## config.mk

```make
export PLATFORM = sky130hd
export DESIGN_NAME = button_input_bank
export DESIGN_NICKNAME = d
export VERILOG_FILES = /design/src/rtl/input_pkg.sv /design/src/rtl/button_channel.sv /design/src/rtl/button_input_bank.sv
export SDC_FILE = /design/constraint.sdc
export NUM_CORES = 1
export LEC_CHECK = 0
export BUFFER_PORTS_ARGS = -buffer_cell sky130_fd_sc_hd__buf_2
export CAP_MARGIN = 10
export CORE_AREA = 5 5 74 76
export CTS_BUF_LIST = sky130_fd_sc_hd__clkbuf_8
export CTS_CLUSTER_SIZE = 12
export DETAILED_ROUTE_END_ITERATION = 8
export DIE_AREA = 0 0 79 81
export GPL_ROUTABILITY_DRIVEN = 1
export GPL_TIMING_DRIVEN = 0
export PLACE_DENSITY_LB_ADDON = 0.15
export SYNTH_ARGS = -nofsm -noshare
export SYNTH_HDL_FRONTEND = slang
export SYNTH_HIERARCHICAL = 1
export SYNTH_SLANG_ARGS = --single-unit
```

## constraint.sdc

```tcl
create_clock -name clk -period 3.4 [get_ports clk]
set_input_delay 0.17 -clock clk [delete_from_list [all_inputs] [get_ports clk]]
set_output_delay 0.17 -clock clk [all_outputs]
set_load 0.02 [all_outputs]
```

## src/rtl/input_pkg.sv

```systemverilog
// Shared types and default parameter values for the button input bank.
// The channel state enum is only consumed when BUTTON_AUTO_REPEAT_EN is defined.
package input_pkg;

    typedef enum logic [1:0] {
        IDLE,
        HELD_DELAY,
        HELD_REPEAT
    } chan_state_t;

    localparam int DEF_N_CH         = 4;
    localparam int DEF_SAMPLE_DIV   = 1000000;
    localparam int DEF_STABLE_CNT   = 2;
    localparam int DEF_REPEAT_DELAY = 15;
    localparam int DEF_REPEAT_RATE  = 5;

endpackage

```

## src/rtl/button_channel.sv

```systemverilog
// One button: two-flop synchroniser, tick-sampled debounce, edge pulses and,
// when BUTTON_AUTO_REPEAT_EN is defined, an auto-repeat FSM.
module button_channel
    import input_pkg::*;
#(
    parameter int STABLE_CNT   = DEF_STABLE_CNT,
    parameter int REPEAT_DELAY = DEF_REPEAT_DELAY,
    parameter int REPEAT_RATE  = DEF_REPEAT_RATE
) (
    input  logic clk,
    input  logic rst,
    input  logic raw,
    input  logic tick,
    output logic pressed,
    output logic press_pulse,
    output logic release_pulse,
    output logic repeat_pulse
);

    localparam int AW = $clog2(STABLE_CNT + 1);

    if (STABLE_CNT < 1 || REPEAT_DELAY < 1 || REPEAT_RATE < 1) begin : g_bad_param
        $error("button_channel: STABLE_CNT, REPEAT_DELAY and REPEAT_RATE must be >= 1");
    end

    logic [1:0]    sync;
    logic [AW-1:0] agree;
    logic          disagree;
    logic          change;

    // change marks the tick on which the debounced level flips
    always_comb begin
        disagree = tick && (sync[1] != pressed);
        change   = disagree && (agree == AW'(STABLE_CNT - 1));
    end

    always_ff @(posedge clk) begin
        if (rst) begin
            sync          <= '0;
            agree         <= '0;
            pressed       <= 1'b0;
            press_pulse   <= 1'b0;
            release_pulse <= 1'b0;
        end else begin
            sync          <= {sync[0], raw};
            press_pulse   <= change && !pressed;
            release_pulse <= change && pressed;
            if (change) begin
                pressed <= !pressed;
                agree   <= '0;
            end else if (disagree) begin
                agree <= agree + 1'b1;
            end else if (tick) begin
                agree <= '0;
            end
        end
    end

`ifdef BUTTON_AUTO_REPEAT_EN
    localparam int RMAX = (REPEAT_DELAY > REPEAT_RATE) ? REPEAT_DELAY : REPEAT_RATE;
    localparam int RW   = $clog2(RMAX + 1);

    chan_state_t   state;
    logic [RW-1:0] rcnt;

    // In the held states a change is always a release, which wins over a repeat
    always_ff @(posedge clk) begin
        if (rst) begin
            state        <= IDLE;
            rcnt         <= '0;
            repeat_pulse <= 1'b0;
        end else begin
            repeat_pulse <= 1'b0;
            case (state)
                IDLE: begin
                    if (change) begin
                        state <= HELD_DELAY;
                        rcnt  <= '0;
                    end
                end
                HELD_DELAY: begin
                    if (change) begin
                        state <= IDLE;
                    end else if (tick) begin
                        if (rcnt == RW'(REPEAT_DELAY - 1)) begin
                            state        <= HELD_REPEAT;
                            repeat_pulse <= 1'b1;
                            rcnt         <= '0;
                        end else begin
                            rcnt <= rcnt + 1'b1;
                        end
                    end
                end
                HELD_REPEAT: begin
                    if (change) begin
                        state <= IDLE;
                    end else if (tick) begin
                        if (rcnt == RW'(REPEAT_RATE - 1)) begin
                            repeat_pulse <= 1'b1;
                            rcnt         <= '0;
                        end else begin
                            rcnt <= rcnt + 1'b1;
                        end
                    end
                end
                default: state <= IDLE;
            endcase
        end
    end
`else
    assign repeat_pulse = 1'b0;
`endif

endmodule

```

## src/rtl/button_input_bank.sv

```systemverilog
// Bank of N_CH debounced buttons sharing one sample-tick prescaler.
// Auto-repeat is included only when BUTTON_AUTO_REPEAT_EN is defined.
module button_input_bank
    import input_pkg::*;
#(
    parameter int N_CH         = DEF_N_CH,
    parameter int SAMPLE_DIV   = DEF_SAMPLE_DIV,
    parameter int STABLE_CNT   = DEF_STABLE_CNT,
    parameter int REPEAT_DELAY = DEF_REPEAT_DELAY,
    parameter int REPEAT_RATE  = DEF_REPEAT_RATE
) (
    input  logic            clk,
    input  logic            rst,
    input  logic [N_CH-1:0] raw_in,
    output logic [N_CH-1:0] pressed,
    output logic [N_CH-1:0] press_pulse,
    output logic [N_CH-1:0] release_pulse,
    output logic [N_CH-1:0] repeat_pulse
);

    localparam int PW = $clog2(SAMPLE_DIV);

    if (N_CH < 1 || SAMPLE_DIV < 2) begin : g_bad_param
        $error("button_input_bank: N_CH must be >= 1 and SAMPLE_DIV >= 2");
    end

    logic [PW-1:0] presc;
    logic          tick;

    always_comb tick = (presc == PW'(SAMPLE_DIV - 1));

    always_ff @(posedge clk) begin
        if (rst) begin
            presc <= '0;
        end else if (tick) begin
            presc <= '0;
        end else begin
            presc <= presc + 1'b1;
        end
    end

    for (genvar i = 0; i < N_CH; i++) begin : g_ch
        button_channel #(
            .STABLE_CNT  (STABLE_CNT),
            .REPEAT_DELAY(REPEAT_DELAY),
            .REPEAT_RATE (REPEAT_RATE)
        ) u_ch (
            .clk          (clk),
            .rst          (rst),
            .raw          (raw_in[i]),
            .tick         (tick),
            .pressed      (pressed[i]),
            .press_pulse  (press_pulse[i]),
            .release_pulse(release_pulse[i]),
            .repeat_pulse (repeat_pulse[i])
        );
    end

endmodule
```

**Word-level counts from Yosys, hierarchy flattened**

Index checks and enable logic that the tools add are counted.

- Equal/unequal tests: 9
- Muxes and demuxes: 5
- Add/subtract/negate cells: 5
- Reductions and logical operators: 29

Operators with widths:

| kind | count |
|---|---|
| $add 20x1->20 const B | 1 |
| $eq 20x20->1 const B | 1 |
| $logic_and 1x1->1 | 16 |
| $mux 2 | 5 |
| $reduce_or 2->1 | 5 |
| $add 2x1->2 const B | 4 |
| $eq 2x1->1 const B | 4 |
| $reduce_bool 2->1 | 4 |
| $logic_not 1->1 | 4 |
| $ne 1x1->1 | 4 |

- Output and inout port bits: 16
- Register bits after elaboration: 48
- Input port bits: 6
- Word-level logic and storage cells: 69

**Logic depth before layout (Yosys ltp)**

Gate-level depths: netlist of the first run.

- Word-level depth: 4
- Depth in mapped cells: 6

**Hierarchy**

The synthesis of the first run kept the hierarchy.

By module, submodules not included:

| module | cells each | area each (um2) | seq. area each (um2) | instances |
|---|---|---|---|---|
| button_channel | 26 | 287.8 | 140.1 | 4 |
| button_input_bank | 103 | 929.6 | 400.4 | 1 |

**Worst setup path before layout of the first run**

No wires, ideal clock.

- Path kind: reg2reg
- From: register presc[16]
- To: register g_ch[0].u_ch.agree[0]
- Period minus slack after synthesis: 3.031 ns
- Cell stages (with the launch flop): 6
- Required time: 3.307 ns
- Slack: 0.369 ns
- Arrival: 2.938 ns
- Cell sequence: dfxtp_1 > nand3_1 > or4b_4 > nor3_1 > or4b_1 > o32ai_1

- Cells in the longest elaborated chain, start to end: 4
- Elaborated cells on any way between the ends: 6
- Those cells by class: eq/ne (1); mux (1); reduce/logical (4)

Ends and longest elaborated chain:

| element | line | source |
|---|---|---|
| from (decl) | button_input_bank.sv:27 | `logic [PW-1:0] presc;` |
| from (signal assigned) | button_input_bank.sv:38 | `presc <= presc + 1'b1;` |
| $eq 20x20->1 * | button_input_bank.sv:30 | `always_comb tick = (presc == PW'(SAMPLE_DIV - 1));` |
| via tick | button_input_bank.sv:28 | `logic tick;` |
| $logic_and 1x1->1 | button_channel.sv:33 | `disagree = tick && (sync[1] != pressed);` |
| $logic_and 1x1->1 | button_channel.sv:34 | `change = disagree && (agree == AW'(STABLE_CNT - 1));` |
| $reduce_or 2->1 (no line) | - |  |
| to (signal assigned) | button_channel.sv:52 | `agree <= agree + 1'b1;` |
| to (decl) | button_channel.sv:27 | `logic [AW-1:0] agree;` |

The timed path passes the listed nets; every way through them passes the cells marked *.
A chain may end at the register's enable or synchronous reset.

**Final worst setup path of the first run**

- From: register presc[16]
- To: register g_ch[3].u_ch.agree[0]

- Cells in the longest elaborated chain, start to end: 4
- Elaborated cells on any way between the ends: 6
- Those cells by class: eq/ne (1); mux (1); reduce/logical (4)

Ends and longest elaborated chain:

| element | line |
|---|---|
| $eq 20x20->1 * | button_input_bank.sv:30 |
| via tick | button_input_bank.sv:28 |
| $logic_and 1x1->1 | button_channel.sv:33 |
| $logic_and 1x1->1 | button_channel.sv:34 |
| $reduce_or 2->1 (no line) | - |
| to (signal assigned) | button_channel.sv:52 |
| to (decl) | button_channel.sv:27 |

Marks and branches as above.

==> metrics.md, run 1 <==
| Metric | Value |
|---|---|
| Outcome | completed |
| Area grow syn2layout | 12.4% |
| Core footprint | 4660 µm² |
| Reg2reg setup slack | 760 ps |
| Via count | 1460 |
| Worst slew slack as a fraction of its limit | 0.491 |
| Launch instance of the worst register-to-register path | presc[16]$_SDFF_PP0_ |
| Count of endpoints failing hold in the final timing report | 0 |
| Endpoint arrival time on the critical path | 2850 ps |
| Bufs on Longest Clock Path | 2 |
| Setup repair after global routing missed its margin | false |
| Detailed Route Iter0 Violations | 62 |
| Worst reg2reg endpoint | g_ch[3].u_ch/agree[0]$_SDFFE_PP0P_ |
| Leading cell types by total area after synthesis | sky130_fd_sc_hd__dfxtp_1 46%, sky130_fd_sc_hd__xnor2_1 7.2%, sky130_fd_sc_hd__or4b_1 3.8%, sky130_fd_sc_hd__nor2_1 3.8%, sky130_fd_sc_hd__nor4b_1 3.8% |
| Simple-Gate Fraction of Synth Area | 0.262 |
| Adder and majority gate portion of the synthesized area | 0.0301 |
| Final layout net count | 243 |
| Number of max-cap violations | 0 |
| Total overflow reported by the global router | 0 |
| R2r worst-path depth | 6 |
| Parity-gate share of the synthesized area counting xor and xnor cells | 0.0800 |
| Clock transition at path regs | 80 ps |
| Number of placed instances with taps included | 279 |
| Die X-Extent | 79 µm |
| Post-synthesis compound-gate area fraction | 0.0920 |
| Share of post-route cells with drive strength above 1 | 0.227 |
| Worst hold slack after final layout | 90.8 ps |
| Vias in the first global route | 1260 |
| Number of antenna repair diodes | 0 |
| Type of the tightest min-delay check | in2reg |
| Post-synthesis cell area | 2080 µm² |
| Yosys top cell area share | 0.462 |
| Post-route standard cell area excluding fillers | 2340 µm² |
| Maximum ir drop on the vdd rail | 0.209 mV |
| Maximum frequency from static timing analysis | 0.379 GHz |
| Warnings, synthesis | 6 |
| Critical Path Max Stage Delay | 600 ps |
| HP Start | raw_in[0] |
| Starting utilization of the core area | 0.446 |
| Count of H-tree levels built during CTS | 2 |
| Flip-flop and latch count after synthesis | 48 |
| Final cell count without fillers | 287 |
| Count of standard-cell rows | 25 |
| Post-Syn Area per Cell | 10.1 µm² |
| Largest fanout of any net on the critical path | 16 |
| Routability congestion estimate from global placement | 0.758 |
| Post-cts gate resize count | 0 |
| Library cell with the largest summed area after synthesis | sky130_fd_sc_hd__dfxtp_1 |
| Worst path cell trace | nand3_1 > or4b_4 > nor3_2 > buf_6 > or4b_1 > o32ai_1 |
| Final setup vio count | 0 |
| Half-perimeter wire length of the detailed placement result | 2310 µm |
| Net Count, Synth | 218 |
| Static leakage | 0.827 nW |
| CTS tree | built |
| Clock latency reported for the late side of the worst-skew pair | 300 ps |
| Vertical die dimension | 81 µm |
| Critical Path Start Type | register |
| Worst setup path category | reg2reg |
| Post-synthesis sequential area ratio | 0.462 |
| Multiplexer area fraction after synthesis | 0 |
| Sum of routed wire length over all layers | 3380 µm |
| Final Cycle Share | 0.776 |
| Main combinational cell family by area after synthesis | simple AND/OR/NAND/NOR gates |
| WL met1 | 1670 µm |
| Cell Pwr Density | 408 nW/µm² |
| Post-Route Skew | 5.68 ps |
| Number of clock buffers inserted by TritonCTS | 5 |
| Worst setup EP type | register |
| Buffer cell driving the clock tree root | sky130_fd_sc_hd__clkbuf_8 |
| Hold_buf cts | 0 |
| I/O Buffers | 17 |
| Unique cell type count in the Yosys netlist | 31 |
| DR top layer | met4 |
| Pins Over Slew Limit | 0 |
| Worst-path cell with the longest stage delay | sky130_fd_sc_hd__nor3_2 |
| Wire length of the first global-routing pass | 5570 µm |
| Die Area | 6400 µm² |
| Drt first pass iters | 4 |
| Worst setup startpoint | presc[16]$_SDFF_PP0_ |
| Top-level I/O count | 22 |
| Number of sinks handled by clock tree synthesis | 48 |
| Initial antenna violation count | 0 |
| Actual slew at the worst max-slew pin | 760 ps |
| Overall track demand over capacity in global routing | 0.112 |
| Data required time of the critical path | 3610 ps |
| DRC | 0 |
| Area after detailed placement | 2250 µm² |
| Final critical-path required period | 2640 ps |
| Average routed wire per standard cell | 11.8 µm |
| Crit path capture | g_ch[3].u_ch/agree[0]$_SDFFE_PP0P_ |
| Via-per-instance ratio | 5.09 |
| Number of routed nets with antenna violations | 0 |
| Setup Buffers After CTS | 0 |
| Post-Syn Instances | 207 |
| Length of routed met3 wiring | 166 µm |
| Met2 wirelength from detailed routing | 1500 µm |
| Pin count of the biggest net entering global routing | 17 |
metrics by stage:
step	TNS [ps]	utilization	power, mW	worst slack, ps
2_1_floorplan	0	-	0.619	369
5_1_grt	0	0.502	1.00	573
4_1_cts	0	0.502	0.975	750
3_3_place_gp	-5090	0.479	0.628	-346
3_5_place_dp	0	0.483	0.628	781
6_report	0	0.502	0.954	760
routing by layer:
layer / global-route usage / vias to the layer above
met5: 0 / -
met4: 0.0567 / 0
met3: 0.0488 / 2
met2: 0.167 / 24
met1: 0.139 / 658
li1: - / 776
cell families (layout without fill, tap and decap cells):
family	count (synthesis)	in the layout
simple gates	85	85
other cells	4	4
xor+xnor	19	19
fa+ha+maj	5	5
compound gates	23	23
flops	48	48
buf+inv	23	49
critical path: cells and delay by family (launching register included):
kind / cells / cell delay [ps]
AND/OR/NAND/NOR: 4 / 1750
flip-flops: 1 / 430
buffers and inverters: 1 / 250
AO/OA/AOI/OAI: 1 / 110
cell usage after synthesis (all sizes together):
library cell	number
dfxtp	48
nor2	21
xnor2	17
inv	14
nand3	12
or4b	10
buf	9
nor4b	9
and2b	8
o32ai	8
a21oi	7
nand2	7
nand4	6
ha	5
nor4	5
a21bo	4
conb	4
nor3	3
o31ai	2
xor2	2
a31o	1
and3	1
and4	1
o21ai	1
or3	1
or4	1
cell usage in the layout (no fill, tap or decap), drive strengths merged:
master / count
dfxtp: 48
buf: 27
nor2: 21
xnor2: 17
inv: 16
nand3: 12
or4b: 10
nor4b: 9
and2b: 8
o32ai: 8
nand2: 7
a21oi: 7
clkbuf: 6
nand4: 6
nor4: 5
ha: 5
a21bo: 4
conb: 4
nor3: 3
xor2: 2
o31ai: 2
and3: 1
a31o: 1
or3: 1
and4: 1
o21ai: 1
or4: 1
cell type report:
type / count / area (µm²)
multi-input cells: 136 / 986
clock inverters: 2 / 7.51
plain buffers: 9 / 86.3
repair buffers: 18 / 96.3
clock buffers: 6 / 82.6
fillers: 450 / 2320
inverters: 14 / 52.6
well taps: 54 / 67.6
flip-flops and latches: 48 / 961
registers in the layout (all words and copies together), names as in the netlist:
register / cells
presc: 20
g_ch.u_ch/agree: 8
g_ch.u_ch/sync: 8
g_ch.u_ch/press_pulse: 4
g_ch.u_ch/pressed: 4
g_ch.u_ch/release_pulse: 4
where the power goes:
part	switching [mW]	total [mW]	internal, mW	leakage (nW)
clock	0.180	0.340	0.160	0.0538
combinational	0.0200	0.0400	0.0200	0.385
sequential	0.00521	0.574	0.569	0.389
total	0.205	0.954	0.749	0.827
how the worst min path moves through the flow:
stage | slack [ps] | to | cells after the start
finish | 90 | g_ch[0].u_ch/sync[0]$_SDFF_PP0_ | 2
global route | 80 | g_ch[3].u_ch/sync[0]$_SDFF_PP0_ | 2
CTS | 80 | g_ch[1].u_ch/sync[0]$_SDFF_PP0_ | 2
detailed placement | 400 | g_ch[3].u_ch/sync[0]$_SDFF_PP0_ | 2
global placement | 400 | g_ch[3].u_ch/sync[0]$_SDFF_PP0_ | 2
floorplan | 240 | presc[4]$_SDFF_PP0_ | 1
Power figures use the tool's default switching activity.
==> run 2, diff against run 1 <==
==> constraint.sdc (replaced) <==
create_clock -name clk -period 2.5 [get_ports clk]
set_input_delay 0.125 -clock clk [delete_from_list [all_inputs] [get_ports clk]]
set_output_delay 0.125 -clock clk [all_outputs]
set_load 0.02 [all_outputs]
==> metrics.md, run 2 (synthesized netlist as in run 1, its figures left out) <==
| Metric | Value |
|---|---|
| CTS tree | built (unchanged) |
| Number of clock buffers inserted by TritonCTS | 5 (unchanged) |
| Core footprint | 4660 µm² (unchanged) |
| Half-perimeter wire length of the detailed placement result | 2400 µm (was 2310 µm) |
| Total overflow reported by the global router | 0 (unchanged) |
| Maximum frequency from static timing analysis | 0.431 GHz (was 0.379 GHz) |
| Post-route standard cell area excluding fillers | 2350 µm² (was 2340 µm²) |
| Average routed wire per standard cell | 11.5 µm (was 11.8 µm) |
| Clock latency reported for the late side of the worst-skew pair | 290 ps (was 300 ps) |
| Sum of routed wire length over all layers | 3310 µm (was 3380 µm) |
| Critical Path Max Stage Delay | 580 ps (was 600 ps) |
| Worst setup EP type | register (unchanged) |
| Number of filler cells placed in the layout | 451 (was 450) |
| Top-level I/O count | 22 (unchanged) |
| Critical Path Start Type | register (unchanged) |
| Die Area | 6400 µm² (unchanged) |
| Die X-Extent | 79 µm (unchanged) |
| Final Cycle Share | 0.927 (was 0.776) |
| Number of sinks handled by clock tree synthesis | 48 (unchanged) |
| Hold_buf cts | 0 (unchanged) |
| Number of antenna repair diodes | 0 (unchanged) |
| Pins Over Slew Limit | 0 (unchanged) |
| Via-per-instance ratio | 5.15 (was 5.09) |
| Power consumption | 1.29 mW (was 0.954 mW) |
| Count of H-tree levels built during CTS | 2 (unchanged) |
| Data required time of the critical path | 2680 ps (was 3610 ps) |
| Vertical die dimension | 81 µm (unchanged) |
| Number of routed nets with antenna violations | 0 (unchanged) |
| Initial antenna violation count | 0 (unchanged) |
| Bufs on Longest Clock Path | 2 (unchanged) |
| Final setup vio count | 0 (unchanged) |
| Worst path cell trace | nand3_1 > or4b_4 > nor3_4 > buf_6 > or4b_1 > o32ai_1 (was nand3_1 > or4b_4 > nor3_2 > buf_6 > or4b_1 > o32ai_1) |
| Most common cell after layout, fill and taps aside | sky130_fd_sc_hd__dfxtp_1 (unchanged) |
| Registers with the most flip-flops | presc: 20 flops, g_ch.u_ch/agree: 8 flops, g_ch.u_ch/sync: 8 flops (unchanged) |
| Clock transition at path regs | 80 ps (about the same) |
| Final layout net count | 244 (was 243) |
| Count of standard-cell rows | 25 (unchanged) |
| Worst-path cell with the longest stage delay | sky130_fd_sc_hd__or4b_4 (was sky130_fd_sc_hd__nor3_2) |
| Count of endpoints failing hold in the final timing report | 0 (unchanged) |
| Final critical-path required period | 2320 ps (was 2640 ps) |
| Largest fanout of any net on the critical path | 19 (was 16) |
| Area grow syn2layout | 13.1% (was 12.4%) |
| Vias in the first global route | 1375 (was 1260) |
| R2r worst-path depth | 6 (unchanged) |
| Maximum ir drop on the vdd rail | 0.347 mV (was 0.209 mV) |
| Pin count of the biggest net entering global routing | 20 (was 17) |
| Starting utilization of the core area | 0.446 (unchanged) |
| Highest-count cells in the layout ignoring fill and taps | 48 x sky130_fd_sc_hd__dfxtp_1, 21 x sky130_fd_sc_hd__nor2_1, 17 x sky130_fd_sc_hd__xnor2_1, 17 x sky130_fd_sc_hd__buf_2, 16 x sky130_fd_sc_hd__inv_1 (unchanged) |
| Drt first pass iters | 4 (unchanged) |
| Final-layout setup total negative slack | 0 ps (unchanged) |
| Area after detailed placement | 2250 µm² (unchanged) |
| Cell Pwr Density | 546 nW/µm² (was 408 nW/µm²) |
| Via count | 1482 (was 1460) |
| Worst slew slack as a fraction of its limit | 0.624 (was 0.491) |
| Worst hold slack after final layout | 54.6 ps (was 90.8 ps) |
| Flip-flop count of the largest register after layout | 20 (unchanged) |
| Share of post-route cells with drive strength above 1 | 0.231 (was 0.227) |
| Hold Path Cell Cnt | 2 (unchanged) |
| Setup repair after global routing missed its margin | false (unchanged) |
| Outcome | completed (unchanged) |
| Endpoint arrival time on the critical path | 2500 ps (was 2850 ps) |
| DRC | 0 (unchanged) |
| Post-Route Skew | 5.16 ps (was 5.68 ps) |
| Largest Register | presc (unchanged) |
| Detailed Route Iter0 Violations | 52 (was 62) |
| Number of max-cap violations | 0 (unchanged) |
| I/O Buffers | 17 (unchanged) |
| Routability congestion estimate from global placement | 0.767 (was 0.758) |
| Type of the tightest min-delay check | in2reg (unchanged) |
| Buffer cell driving the clock tree root | sky130_fd_sc_hd__clkbuf_8 (unchanged) |
| Static leakage | 0.849 nW (was 0.827 nW) |
| Worst setup path category | reg2reg (unchanged) |
| Wire length of the first global-routing pass | 5940 µm (was 5570 µm) |
| Actual slew at the worst max-slew pin | 560 ps (was 760 ps) |
| Overall track demand over capacity in global routing | 0.116 (was 0.112) |
## run 2: cell count changes in the layout (fill, tap and decap cells not counted), sizes merged
cell / before / now
buf: 27 / 28
## run 2: cell type report
cell class	count	area (µm²)	share of cell area
Multi-Input combinational cell	136	992	0.422
Sequential cell	48	961	0.408
Timing Repair Buffer	19	104	0.0441
Buffer	9	86.3	0.0367
Clock buffer	6	82.6	0.0351
Tap cell	54	67.6	0.0287
Inverter	14	52.6	0.0223
Clock inverter	2	7.51	0.00319
## run 2: worst paths after layout
path / slack, ps / start / endpoint
max: 180 / presc[16]$_SDFF_PP0_ / g_ch[1].u_ch/agree[0]$_SDFFE_PP0P_
min: 50 / raw_in[3] / g_ch[3].u_ch/sync[0]$_SDFF_PP0_
max reg2reg: 180 / presc[16]$_SDFF_PP0_ / g_ch[1].u_ch/agree[0]$_SDFFE_PP0P_
min reg2reg: 450 / g_ch[2].u_ch/sync[0]$_SDFF_PP0_ / g_ch[2].u_ch/sync[1]$_SDFF_PP0_
## run 2: worst max-delay path, delay by kind of cell (launching register included)
family	cells	cell delay, ps
buf+inv	1	210
compound gates	1	140
flops	1	430
simple gates	4	1440
## run 2: routing by layer
| layer | share of wire | vias up | GRT usage |
|---|---|---|---|
| li1 | - | 779 | - |
| met1 | 0.51 | 683 | 0.149 |
| met2 | 0.44 | 18 | 0.180 |
| met3 | 0.042 | 2 | 0.0344 |
| met4 | 0.0088 | 0 | 0.0498 |
| met5 | 0 | - | 0 |
## run 2: through the flow
stage | setup WS [ps] | util | std cells
floorplan | 16.9 | - | 207
global placement | -423 | 0.480 | 278
detailed placement | -106 | 0.483 | 279
CTS | 45.8 | 0.503 | 287
global route | 46.8 | 0.505 | 288
finish | 182 | 0.505 | 288
## run 2: where the power goes
| part | internal [mW] | switching (mW) | total (mW) |
|---|---|---|---|
| Sequential | 0.774 | 0.00722 | 0.781 |
| Combinational | 0.0272 | 0.0271 | 0.0543 |
| Clock | 0.218 | 0.232 | 0.450 |
| Total | 1.02 | 0.266 | 1.29 |
## run 2: repair_timing
item                       4_1_cts  5_1_grt
setup buffers                    0        1
pin swaps                        0        1
setup endpoints to repair        5        5
gates resized for setup          1        0
==> run 3, diff against run 2 <==
--- a/config.mk
+++ b/config.mk
@@ -5,13 +5,16 @@
 export SDC_FILE = /design/constraint.sdc
 export NUM_CORES = 1
 export LEC_CHECK = 0
+export ABC_CLOCK_PERIOD_IN_PS = 2500
 export BUFFER_PORTS_ARGS = -buffer_cell sky130_fd_sc_hd__buf_2
 export CAP_MARGIN = 10
-export CORE_AREA = 5 5 74 76
-export CTS_BUF_LIST = sky130_fd_sc_hd__clkbuf_8
+export CELL_PAD_IN_SITES_DETAIL_PLACEMENT = 1
+export CELL_PAD_IN_SITES_GLOBAL_PLACEMENT = 2
+export CORE_AREA = 5 5 80 82
+export CTS_BUF_LIST = sky130_fd_sc_hd__clkbuf_4 sky130_fd_sc_hd__clkbuf_8
 export CTS_CLUSTER_SIZE = 12
 export DETAILED_ROUTE_END_ITERATION = 8
-export DIE_AREA = 0 0 79 81
+export DIE_AREA = 0 0 85 87
 export GPL_ROUTABILITY_DRIVEN = 1
 export GPL_TIMING_DRIVEN = 0
 export PLACE_DENSITY_LB_ADDON = 0.15
==> metrics.md, run 3 (synthesized netlist as in run 1, its figures left out) <==
| Metric | Value |
|---|---|
| Worst slew slack as a fraction of its limit | 0.567 (was 0.624) |
| Clock transition at path regs | 90 ps (was 80 ps) |
| Most common cell after layout, fill and taps aside | sky130_fd_sc_hd__dfxtp_1 (unchanged) |
| Vertical die dimension | 87 µm (was 81 µm) |
| Critical Path Max Stage Delay | 580 ps (about the same) |
| Reg2reg setup slack | 180 ps (about the same) |
| Routability congestion estimate from global placement | 0.787 (was 0.767) |
| Final Cycle Share | 0.930 (was 0.927) |
| Fraction of power spent switching nets | 0.197 (was 0.207) |
| Buffering stage count on the worst path with inverters included | 1 (unchanged) |
| Number of antenna repair diodes | 0 (unchanged) |
| Type of the tightest min-delay check | in2reg (unchanged) |
| Via count | 1536 (was 1482) |
| Sequential cell fraction of total power | 0.525 (was 0.608) |
| Bufs on Longest Clock Path | 2 (unchanged) |
| Number of placed instances with taps included | 300 (was 279) |
| Number of sinks handled by clock tree synthesis | 48 (unchanged) |
| Count of standard-cell rows | 28 (was 25) |
| Die Area | 7400 µm² (was 6400 µm²) |
| Buffer cell driving the clock tree root | sky130_fd_sc_hd__clkbuf_8 (unchanged) |
| Core footprint | 5680 µm² (was 4660 µm²) |
| Maximum ir drop on the vdd rail | 0.265 mV (was 0.347 mV) |
| Final setup vio count | 0 (unchanged) |
| Pin count of the biggest net entering global routing | 21 (was 20) |
| Worst-path cell with the longest stage delay | sky130_fd_sc_hd__or4b_4 (unchanged) |
| Top-level I/O count | 22 (unchanged) |
| Number of filler cells placed in the layout | 673 (was 451) |
| Die X-Extent | 85 µm (was 79 µm) |
| Number of routed nets with antenna violations | 0 (unchanged) |
| Count of H-tree levels built during CTS | 2 (unchanged) |
| Endpoint arrival time on the critical path | 2520 ps (was 2500 ps) |
| Worst Setup Slack post-DPL | -139 ps (was -106 ps) |
| Total overflow reported by the global router | 0 (unchanged) |
| Via-per-instance ratio | 4.97 (was 5.15) |
| Post-Route Skew | 9.29 ps (was 5.16 ps) |
| DRC | 0 (unchanged) |
| Family of cells with the greatest summed delay on the critical path | simple AND/OR/NAND/NOR gates (unchanged) |
| Number of max-cap violations | 0 (unchanged) |
| Setup repair after global routing missed its margin | false (unchanged) |
| Sum of routed wire length over all layers | 4270 µm (was 3310 µm) |
| Largest fanout of any net on the critical path | 20 (was 19) |
| Power consumption | 1.49 mW (was 1.29 mW) |
| Area grow syn2layout | 16.7% (was 13.1%) |
| Static leakage | 0.866 nW (was 0.849 nW) |
| Number of clock buffers inserted by TritonCTS | 5 (unchanged) |
| Internal Pwr Total | 1.20 mW (was 1.02 mW) |
| Count of endpoints failing hold in the final timing report | 0 (unchanged) |
| Worst setup EP type | register (unchanged) |
| Area after detailed placement | 2280 µm² (was 2250 µm²) |
| Maximum frequency from static timing analysis | 0.430 GHz (was 0.431 GHz) |
| NetSw | 0.294 mW (was 0.266 mW) |
| Drt first pass iters | 4 (unchanged) |
| Flip-flop count of the largest register after layout | 20 (unchanged) |
| I/O Buffers | 17 (unchanged) |
| Final-layout setup total negative slack | 0 ps (unchanged) |
| Final critical-path required period | 2320 ps (about the same) |
| Highest-count cells in the layout ignoring fill and taps | 47 x sky130_fd_sc_hd__dfxtp_1, 21 x sky130_fd_sc_hd__nor2_1, 17 x sky130_fd_sc_hd__xnor2_1, 17 x sky130_fd_sc_hd__buf_2, 14 x sky130_fd_sc_hd__inv_1 (was 48 x sky130_fd_sc_hd__dfxtp_1, 21 x sky130_fd_sc_hd__nor2_1, 17 x sky130_fd_sc_hd__xnor2_1, 17 x sky130_fd_sc_hd__buf_2, 16 x sky130_fd_sc_hd__inv_1) |
| Final core occ | 0.428 (was 0.505) |
| Largest Register | presc (unchanged) |
| Hold_buf cts | 0 (unchanged) |
| Cell Pwr Density | 613 nW/µm² (was 546 nW/µm²) |
| Clock share of power | 0.437 (was 0.350) |
| Data required time of the critical path | 2690 ps (was 2680 ps) |
| Clock latency reported for the late side of the worst-skew pair | 300 ps (was 290 ps) |
| Overall track demand over capacity in global routing | 0.125 (was 0.116) |
| CTS tree | built (unchanged) |
| Detailed Route Iter0 Violations | 46 (was 52) |
| Worst hold slack after final layout | 43.1 ps (was 54.6 ps) |
| Share of post-route cells with drive strength above 1 | 0.244 (was 0.231) |
| Post-layout worst setup margin | 176 ps (was 182 ps) |
| Pins Over Slew Limit | 0 (unchanged) |
| Half-perimeter wire length of the detailed placement result | 3200 µm (was 2400 µm) |
| Wire length of the first global-routing pass | 7450 µm (was 5940 µm) |
| Post-route standard cell area excluding fillers | 2430 µm² (was 2350 µm²) |
| Logic gate share of total power | 0.038 (was 0.042) |
| Starting utilization of the core area | 0.367 (was 0.446) |
| Critical Path Start Type | register (unchanged) |
| Worst setup path category | reg2reg (unchanged) |
| Final layout net count | 245 (was 244) |
| Vias in the first global route | 1690 (was 1375) |
| Average routed wire per standard cell | 13.8 µm (was 11.5 µm) |
| Registers with the most flip-flops | presc: 20 flops, g_ch.u_ch/agree: 8 flops, g_ch.u_ch/sync: 8 flops (unchanged) |
| Outcome | completed (unchanged) |
| Final cell count without fillers | 309 (was 288) |
| Initial antenna violation count | 0 (unchanged) |
| Actual slew at the worst max-slew pin | 644 ps (was 560 ps) |
| Worst path cell trace | nand3_1 > or4b_4 > nor3_4 > buf_6 > or4b_1 > o32ai_1 (unchanged) |
[run 3: cell count changes in the layout (fill, tap and decap cells not counted)]
cell	previous run	this run
sky130_fd_sc_hd__buf_4	5	6
sky130_fd_sc_hd__bufinv_16	0	2
sky130_fd_sc_hd__clkbuf_8	6	5
sky130_fd_sc_hd__dfxtp_1	48	47
sky130_fd_sc_hd__dfxtp_2	0	1
sky130_fd_sc_hd__inv_1	16	14
[run 3: what timing repair did]
action | in CTS | in global routing
pin swaps | 0 | 1
gates resized for setup | 1 | 1
endpoints found under the hold margin | 0 | 0
setup buffers | 0 | 2
endpoints found under the setup margin | 5 | 6
[run 3: path summary, 6_finish.rpt]
| check | startpoint | endpoint | depth (start not counted) |
|---|---|---|---|
| hold reg to reg | g_ch[0].u_ch/sync[0]$_SDFF_PP0_ | g_ch[0].u_ch/sync[1]$_SDFF_PP0_ | 1 |
| setup reg to reg | presc[17]$_SDFF_PP0_ | g_ch[1].u_ch/agree[0]$_SDFFE_PP0P_ | 6 |
| hold / removal | raw_in[0] | g_ch[0].u_ch/sync[0]$_SDFF_PP0_ | 2 |
| setup / recovery | presc[17]$_SDFF_PP0_ | g_ch[1].u_ch/agree[0]$_SDFFE_PP0P_ | 6 |
[run 3: power by group through the flow]
stage / Sequential (mW) / Combinational [mW] / Clock (mW)
after floorplan: 0.798 / 0.0438 / 0
after global placement: 0.799 / 0.0539 / 0
after detailed placement: 0.800 / 0.0570 / 0
after CTS: 0.782 / 0.0573 / 0.674
after global routing: 0.784 / 0.0616 / 0.702
final: 0.781 / 0.0563 / 0.651
[run 3: metal layers]
layer / part of all wire / GRT usage / vias to the layer above
li1: - / - / 776
met1: 0.41 / 0.128 / 734
met2: 0.54 / 0.234 / 17
met3: 0.033 / 0.0369 / 9
met4: 0.021 / 0.0504 / 0
met5: 0 / 0 / -
[run 3: cell type report]
| cell class | instances | area [µm²] | share of cell area |
|---|---|---|---|
| multi-input combinational | 136 | 992 | 0.409 |
| sequential | 48 | 962 | 0.396 |
| timing repair buffer | 20 | 111 | 0.0459 |
| tap | 75 | 93.8 | 0.0387 |
| buffer | 9 | 86.3 | 0.0356 |
| clock buffer | 5 | 68.8 | 0.0284 |
| clock inverter | 2 | 60.1 | 0.0247 |
| inverter | 14 | 52.6 | 0.0216 |
